## config.mk

```make
export PLATFORM = sky130hd
export DESIGN_NAME = irq_priority_latch
export DESIGN_NICKNAME = d
export VERILOG_FILES = /design/src/rtl/irq_priority_latch.sv
export SDC_FILE = /design/constraint.sdc
export NUM_CORES = 1
export LEC_CHECK = 0
export CAP_MARGIN = 20
export CORE_MARGIN = 3
export CORE_UTILIZATION = 50
export CTS_CLUSTER_DIAMETER = 50
export DETAILED_ROUTE_END_ITERATION = 8
export DONT_BUFFER_PORTS = 1
export GPL_TIMING_DRIVEN = 1
export HOLD_SLACK_MARGIN = 0.03
export PLACE_DENSITY = 0.75
export RECOVER_POWER = 100
export SLEW_MARGIN = 20
export SYNTH_ARGS = -nofsm -noshare
export SYNTH_HDL_FRONTEND = slang
export SYNTH_SLANG_ARGS = --single-unit
```

## constraint.sdc

```tcl
create_clock -name clk -period 1.3 [get_ports clk]
set_input_delay 0.26 -clock clk [delete_from_list [all_inputs] [get_ports clk]]
set_output_delay 0.26 -clock clk [all_outputs]
set_load 0.05 [all_outputs]
```

## src/rtl/irq_priority_latch.sv

```systemverilog
`default_nettype none
// ============================================================================
// Module      : irq_priority_latch
// Description : Rising-edge request capture with pending/overflow tracking.
//               Offers the highest-priority unmasked pending line (index 0
//               highest) on a valid/ready handshake and clears it on accept.
// Revision    : 1.0 - initial release
// ============================================================================
module irq_priority_latch #(
    parameter int N     = 4,
    parameter int IDX_W = 2     // must equal ceil(log2(N))
) (
    input  logic             clk,
    input  logic             rst_n,
    input  logic [N-1:0]     req_in,
    input  logic [N-1:0]     mask_in,
    output logic             out_valid,
    output logic [IDX_W-1:0] out_idx,
    input  logic             out_ready,
    output logic [N-1:0]     pending_o,
    output logic [N-1:0]     ovf_o,
    input  logic             clr_ovf
);

    typedef enum logic [0:0] {
        IDLE  = 1'b0,
        OFFER = 1'b1
    } state_t;

    state_t             r_state;
    state_t             w_state_nxt;
    logic [N-1:0]       r_req_d;
    logic [N-1:0]       r_pending;
    logic [N-1:0]       r_ovf;
    logic               r_out_valid;
    logic [IDX_W-1:0]   r_out_idx;
    logic               w_valid_nxt;
    logic [IDX_W-1:0]   w_idx_nxt;

    logic [N-1:0]       w_rise;
    logic [N-1:0]       w_cand;
    logic [N-1:0]       w_clr;
    logic [IDX_W-1:0]   w_sel;
    logic               w_any;
    logic               w_hs;

    assign w_rise = req_in & ~r_req_d;
    assign w_cand = r_pending & ~mask_in;
    assign w_any  = |w_cand;
    // Only an offer in flight can be accepted; ready while idle is ignored.
    assign w_hs   = (r_state == OFFER) && out_ready;

    // Lowest set candidate wins: scan from the top so index 0 overwrites last.
    always_comb begin
        w_sel = '0;
        for (int i = N - 1; i >= 0; i--) begin
            if (w_cand[i]) begin
                w_sel = i[IDX_W-1:0];
            end
        end
    end

    // One-hot clear of the line being served in this cycle's handshake.
    always_comb begin
        w_clr = '0;
        for (int i = 0; i < N; i++) begin
            w_clr[i] = w_hs && (r_out_idx == i[IDX_W-1:0]);
        end
    end

    // Edge history, pending set/clear (new edge beats clear) and sticky overflow.
    always_ff @(posedge clk or negedge rst_n) begin
        if (!rst_n) begin
            r_req_d   <= '0;
            r_pending <= '0;
            r_ovf     <= '0;
        end else begin
            r_req_d   <= req_in;
            r_pending <= w_rise | (r_pending & ~w_clr);
            // A set in the same cycle as clr_ovf survives the clear.
            r_ovf     <= (w_rise & r_pending & ~w_clr) | (clr_ovf ? '0 : r_ovf);
        end
    end

    // FSM state and registered offer outputs.
    always_ff @(posedge clk or negedge rst_n) begin
        if (!rst_n) begin
            r_state     <= IDLE;
            r_out_valid <= 1'b0;
            r_out_idx   <= '0;
        end else begin
            r_state     <= w_state_nxt;
            r_out_valid <= w_valid_nxt;
            r_out_idx   <= w_idx_nxt;
        end
    end

    // Next-state logic: an offer is latched once and held until accepted.
    always_comb begin
        w_state_nxt = r_state;
        w_valid_nxt = r_out_valid;
        w_idx_nxt   = r_out_idx;
        case (r_state)
            IDLE: begin
                w_valid_nxt = 1'b0;
                if (w_any) begin
                    w_idx_nxt   = w_sel;
                    w_valid_nxt = 1'b1;
                    w_state_nxt = OFFER;
                end
            end
            OFFER: begin
                if (out_ready) begin
                    w_valid_nxt = 1'b0;
                    w_state_nxt = IDLE;
                end
            end
            default: begin
                w_valid_nxt = 1'b0;
                w_state_nxt = IDLE;
            end
        endcase
    end

    assign out_valid = r_out_valid;
    assign out_idx   = r_out_idx;
    assign pending_o = r_pending;
    assign ovf_o     = r_ovf;

endmodule
`default_nettype wire

```

==> metrics.txt <==
# TYPE chip_impl_metric gauge
chip_impl_info{name="status",value="finished clean"} 1
chip_impl_metric{name="fraction_of_power_spent_switching_nets",unit="%"} 50.45
chip_impl_metric{name="total_power",unit="mW"} 2.071
chip_impl_metric{name="sequentialPowerShare",unit="%"} 48.8
chip_impl_info{name="cts-root-buf",value="sky130_fd_sc_hd__clkbuf_4"} 1
chip_impl_metric{name="timing.final.max_slew_violations",unit=""} 0
chip_impl_metric{name="grt_max_degree",unit=""} 17
chip_impl_metric{name="syn_to_final_growth",unit="%"} 12.99
chip_impl_metric{name="routedWlPerCell",unit="µm"} 15.60
chip_impl_metric{name="period_minus_slack",unit="ns"} 1.217
chip_impl_metric{name="drt_first_pass_iters",unit=""} 4
chip_impl_metric{name="power.ir.vdd_worst",unit="µV"} 1271
chip_impl_metric{name="p_sw",unit="mW"} 1.045
chip_impl_metric{name="insertion_delay",unit="ns"} 0.28
chip_impl_metric{name="core-area",unit="µm²"} 1186
chip_impl_metric{name="synth_cells",unit=""} 54
chip_impl_info{name="postSynth.topFlopCell",value="sky130_fd_sc_hd__dfrtp_1"} 1
chip_impl_metric{name="finalSetupViolCount",unit=""} 0
chip_impl_metric{name="portBuffers",unit=""} 0
chip_impl_metric{name="multiInputGateArea",unit="µm²"} 211.5
chip_impl_metric{name="tns",unit="ns"} 0
chip_impl_metric{name="tightestPinTransition",unit="ns"} 0.6855
chip_impl_metric{name="synth-edff-count",unit=""} 0
chip_impl_metric{name="yosys_warnings",unit=""} 0
chip_impl_metric{name="share_of_the_yosys_chip_area_belonging_to_registers",unit="%"} 59.37
chip_impl_metric{name="stdcell_area",unit="µm²"} 762.0
chip_impl_metric{name="timing.max_slew.rel_slack",unit="%"} 54.15
chip_impl_info{name="netlist.top_cell.by_area",value="sky130_fd_sc_hd__dfrtp_1"} 1
chip_impl_info{name="post_synth_most_frequent_cells",value="sky130_fd_sc_hd__dfrtp_1, sky130_fd_sc_hd__nand2b_1, sky130_fd_sc_hd__inv_1, sky130_fd_sc_hd__nand2_1, sky130_fd_sc_hd__o22ai_1"} 1
chip_impl_info{name="crit_family",value="flip-flops"} 1
chip_impl_info{name="grt_setup_unrepaired",value="no"} 1
chip_impl_metric{name="layout.filler_cells",unit=""} 89
chip_impl_metric{name="synth_fp_nets",unit=""} 66
chip_impl_metric{name="critical_path.max_fanout",unit=""} 3
chip_impl_metric{name="dpl.hpwl",unit="µm"} 954.3
chip_impl_metric{name="static-leakage-power",unit="nW"} 0.3493
chip_impl_metric{name="crit_path_arrival_time",unit="ns"} 0.96
chip_impl_metric{name="power.combinational.fraction",unit="%"} 39.3
chip_impl_metric{name="gpl_wtd_cong",unit=""} 0.7492
chip_impl_info{name="cts_tree",value="yes"} 1
chip_impl_metric{name="initial_standard_cell_utilization_of_the_core",unit="%"} 56.86
chip_impl_metric{name="internal_power",unit="mW"} 1.026
chip_impl_metric{name="syn-mean-instance-area",unit="µm²"} 12.49
chip_impl_metric{name="syn_area",unit="µm²"} 674.4
chip_impl_metric{name="ios",unit=""} 23
chip_impl_metric{name="yosys.area.top_type_share",unit="%"} 59.37
chip_impl_metric{name="critical_path.max_stage_delay",unit="ns"} 0.42
chip_impl_metric{name="n_antenna_cell",unit=""} 0
chip_impl_metric{name="number_of_cts_inserted_buffers",unit=""} 3
chip_impl_metric{name="p_clk_share",unit="%"} 11.9
chip_impl_metric{name="totalWireLength",unit="mm"} 1.264
chip_impl_info{name="synth_most_common_cell",value="sky130_fd_sc_hd__dfrtp_1"} 1
chip_impl_metric{name="worst-path-buf-inv",unit=""} 1
chip_impl_metric{name="worst_setup_hold_path_clk_slew",unit="ns"} 0.08
chip_impl_metric{name="grt_pass1_vias",unit=""} 488
chip_impl_metric{name="wire_length_of_the_first_global_routing_pass",unit="mm"} 2.097
chip_impl_metric{name="dpl-instance-area",unit="µm²"} 725.7
chip_impl_metric{name="clock-sinks",unit=""} 16
chip_impl_metric{name="flops_latches_synth",unit=""} 16
chip_impl_info{name="cell_by_cell_trace_of_the_critical_path",value="clkbuf_4"} 1
chip_impl_metric{name="dr_total_vias",unit=""} 448
chip_impl_metric{name="holdWs",unit="ns"} 0.08068
chip_impl_metric{name="post_detailed_route_count_of_antenna_violating_nets",unit=""} 0
chip_impl_metric{name="finalNetCount",unit=""} 81
chip_impl_metric{name="period_share",unit="%"} 93.62
chip_impl_metric{name="final_hold_viol_count",unit=""} 0
chip_impl_metric{name="drive_gt1_share",unit="%"} 19.40
chip_impl_metric{name="drc",unit=""} 0
chip_impl_metric{name="globalRouteOverflowTotal",unit=""} 0
chip_impl_metric{name="power.density_cell_area",unit="nW/µm²"} 2718
chip_impl_info{name="worstSetupStartpointType",value="flip-flop"} 1
chip_impl_metric{name="grt.total_usage",unit="%"} 15.53
chip_impl_info{name="critPathKind",value="reg2out"} 1
chip_impl_metric{name="floorplan.die.height",unit="µm"} 42.73
chip_impl_metric{name="floorplan.die.width",unit="µm"} 42.73
chip_impl_metric{name="async_flop_share",unit="%"} 100.0
chip_impl_metric{name="final.setup_skew",unit="ns"} 0.003260
chip_impl_metric{name="layout.core_utilization",unit="%"} 64.24
chip_impl_info{name="critPathCaptureType",value="output port"} 1
chip_impl_metric{name="cts_max_level",unit=""} 1
chip_impl_metric{name="max_clock_freq",unit="MHz"} 821.6
chip_impl_metric{name="clockBufferDepth",unit=""} 2
chip_impl_metric{name="max_capacitance_violation_total",unit=""} 0
chip_impl_metric{name="design.die.area",unit="µm²"} 1825
chip_impl_metric{name="ys_types",unit=""} 20
chip_impl_metric{name="antenna_found_initial",unit=""} 0
chip_impl_metric{name="post_cts_resized",unit=""} 0
chip_impl_metric{name="drt-vias-per-instance",unit=""} 5.531
chip_impl_info{name="critical_path.slowest_cell",value="sky130_fd_sc_hd__dfrtp_1"} 1
chip_impl_metric{name="drt_iter0_drc",unit=""} 6
chip_impl_metric{name="crit_required",unit="ns"} 1.04
chip_impl_info{name="hp-class",value="in2reg"} 1
chip_impl_metric{name="rows",unit=""} 12
chip_impl_metric{name="sequential_cell_area",unit="µm²"} 400.4
chip_impl_info{name="post_synth_main_area_contributors",value="sky130_fd_sc_hd__dfrtp_1, sky130_fd_sc_hd__nand2b_1, sky130_fd_sc_hd__o22ai_1"} 1
power groups by stage:
stage | logic (mW) | registers [mW] | clock network, mW
after floorplan | 0.430 | 1.28 | 0
after global placement | 0.872 | 1.04 | 0
after detailed placement | 0.883 | 1.05 | 0
after CTS | 0.909 | 1.03 | 0.255
after global routing | 0.870 | 1.04 | 0.283
final | 0.813 | 1.01 | 0.247
state kept, by name, indices dropped and copies added, names as in the netlist:
signal,count
pending_o,4
r_req_d,4
out_valid,1
ovf_o,4
r_state,1
out_idx,2
per-stage QoR:
step | instances | setup slack [ns]
2_1_floorplan | 54 | 0.02036
3_3_place_gp | 73 | 0.1869
3_5_place_dp | 73 | 0.1626
4_1_cts | 81 | 0.04384
6_report | 81 | 0.08290
5_1_grt | 81 | 0.02629
worst paths after layout:
| kind | end | cells past startpoint | slack [ns] | from |
|---|---|---|---|---|
| worst max-delay path | pending_o[3] | 1 | 0.08 | pending_o[3]$_DFF_PN0_ |
| worst min-delay path | ovf_o[1]$_DFF_PN0_ | 1 | 0.08 | clr_ovf |
| worst max register to register | ovf_o[3]$_DFF_PN0_ | 3 | 0.12 | r_state$_DFF_PN0_ |
| worst min register to register | pending_o[0]$_DFF_PN0_ | 2 | 0.52 | r_req_d[0]$_DFF_PN0_ |
| max in group asynchronous | r_req_d[2]$_DFF_PN0_ | 1 | 0.41 | rst_n |
| min in group asynchronous | out_idx[1]$_DFFE_PN0P_ | 1 | 0.46 | rst_n |
timing repair:
item	4_1_cts	5_1_grt
setup buffers	0	0
hold buffers	5	0
hold endpoints to repair	20	0
area by class of cell:
class	instances	share of cell area [%]
Clock buffer	3	2.956
Multi-Input combinational cell	31	27.75
Inverter	6	2.956
Sequential cell	16	52.55
Tap cell	14	2.299
Timing Repair Buffer	11	11.49
logic make-up (layout without fill, tap and decap cells):
| family | after synthesis | in the layout | share of synthesized area, % |
|---|---|---|---|
| DFF | 16 | 16 | 59.37 |
| buffers and inverters | 7 | 20 | 5.009 |
| AOI/OAI and AO/OA | 16 | 16 | 21.15 |
| and+or+nand+nor | 15 | 15 | 14.47 |
placed cells by master, fill, tap and decap left out:
cell and n:
sky130_fd_sc_hd__a21o_1 1, sky130_fd_sc_hd__a21oi_1 2, sky130_fd_sc_hd__a221oi_1 1, sky130_fd_sc_hd__a31o_1 1
sky130_fd_sc_hd__a41oi_1 1, sky130_fd_sc_hd__buf_2 1, sky130_fd_sc_hd__buf_4 1, sky130_fd_sc_hd__clkbuf_2 2
sky130_fd_sc_hd__clkbuf_4 5, sky130_fd_sc_hd__dfrtp_1 16, sky130_fd_sc_hd__dlygate4sd3_1 5, sky130_fd_sc_hd__inv_1 5
sky130_fd_sc_hd__inv_2 1, sky130_fd_sc_hd__nand2_1 4, sky130_fd_sc_hd__nand2_4 1, sky130_fd_sc_hd__nand2b_1 7
sky130_fd_sc_hd__nand2b_4 1, sky130_fd_sc_hd__nand3_1 1, sky130_fd_sc_hd__nor2_1 1, sky130_fd_sc_hd__o21ai_0 1
sky130_fd_sc_hd__o21ai_1 1, sky130_fd_sc_hd__o21ba_1 1, sky130_fd_sc_hd__o22ai_1 4, sky130_fd_sc_hd__o2bb2ai_2 1
sky130_fd_sc_hd__o31ai_1 2
per-layer routing:
layer  global-route usage [%]  routed length, µm  vias to the layer above
li1                         -                  -                      213
met1                    18.03                523                      213
met2                    23.65                594                       17
met3                    6.356                115                        5
met4                    9.317                 31                        0
met5                        0                  0                        -
No activity file was read; power rests on OpenSTA's default activity.
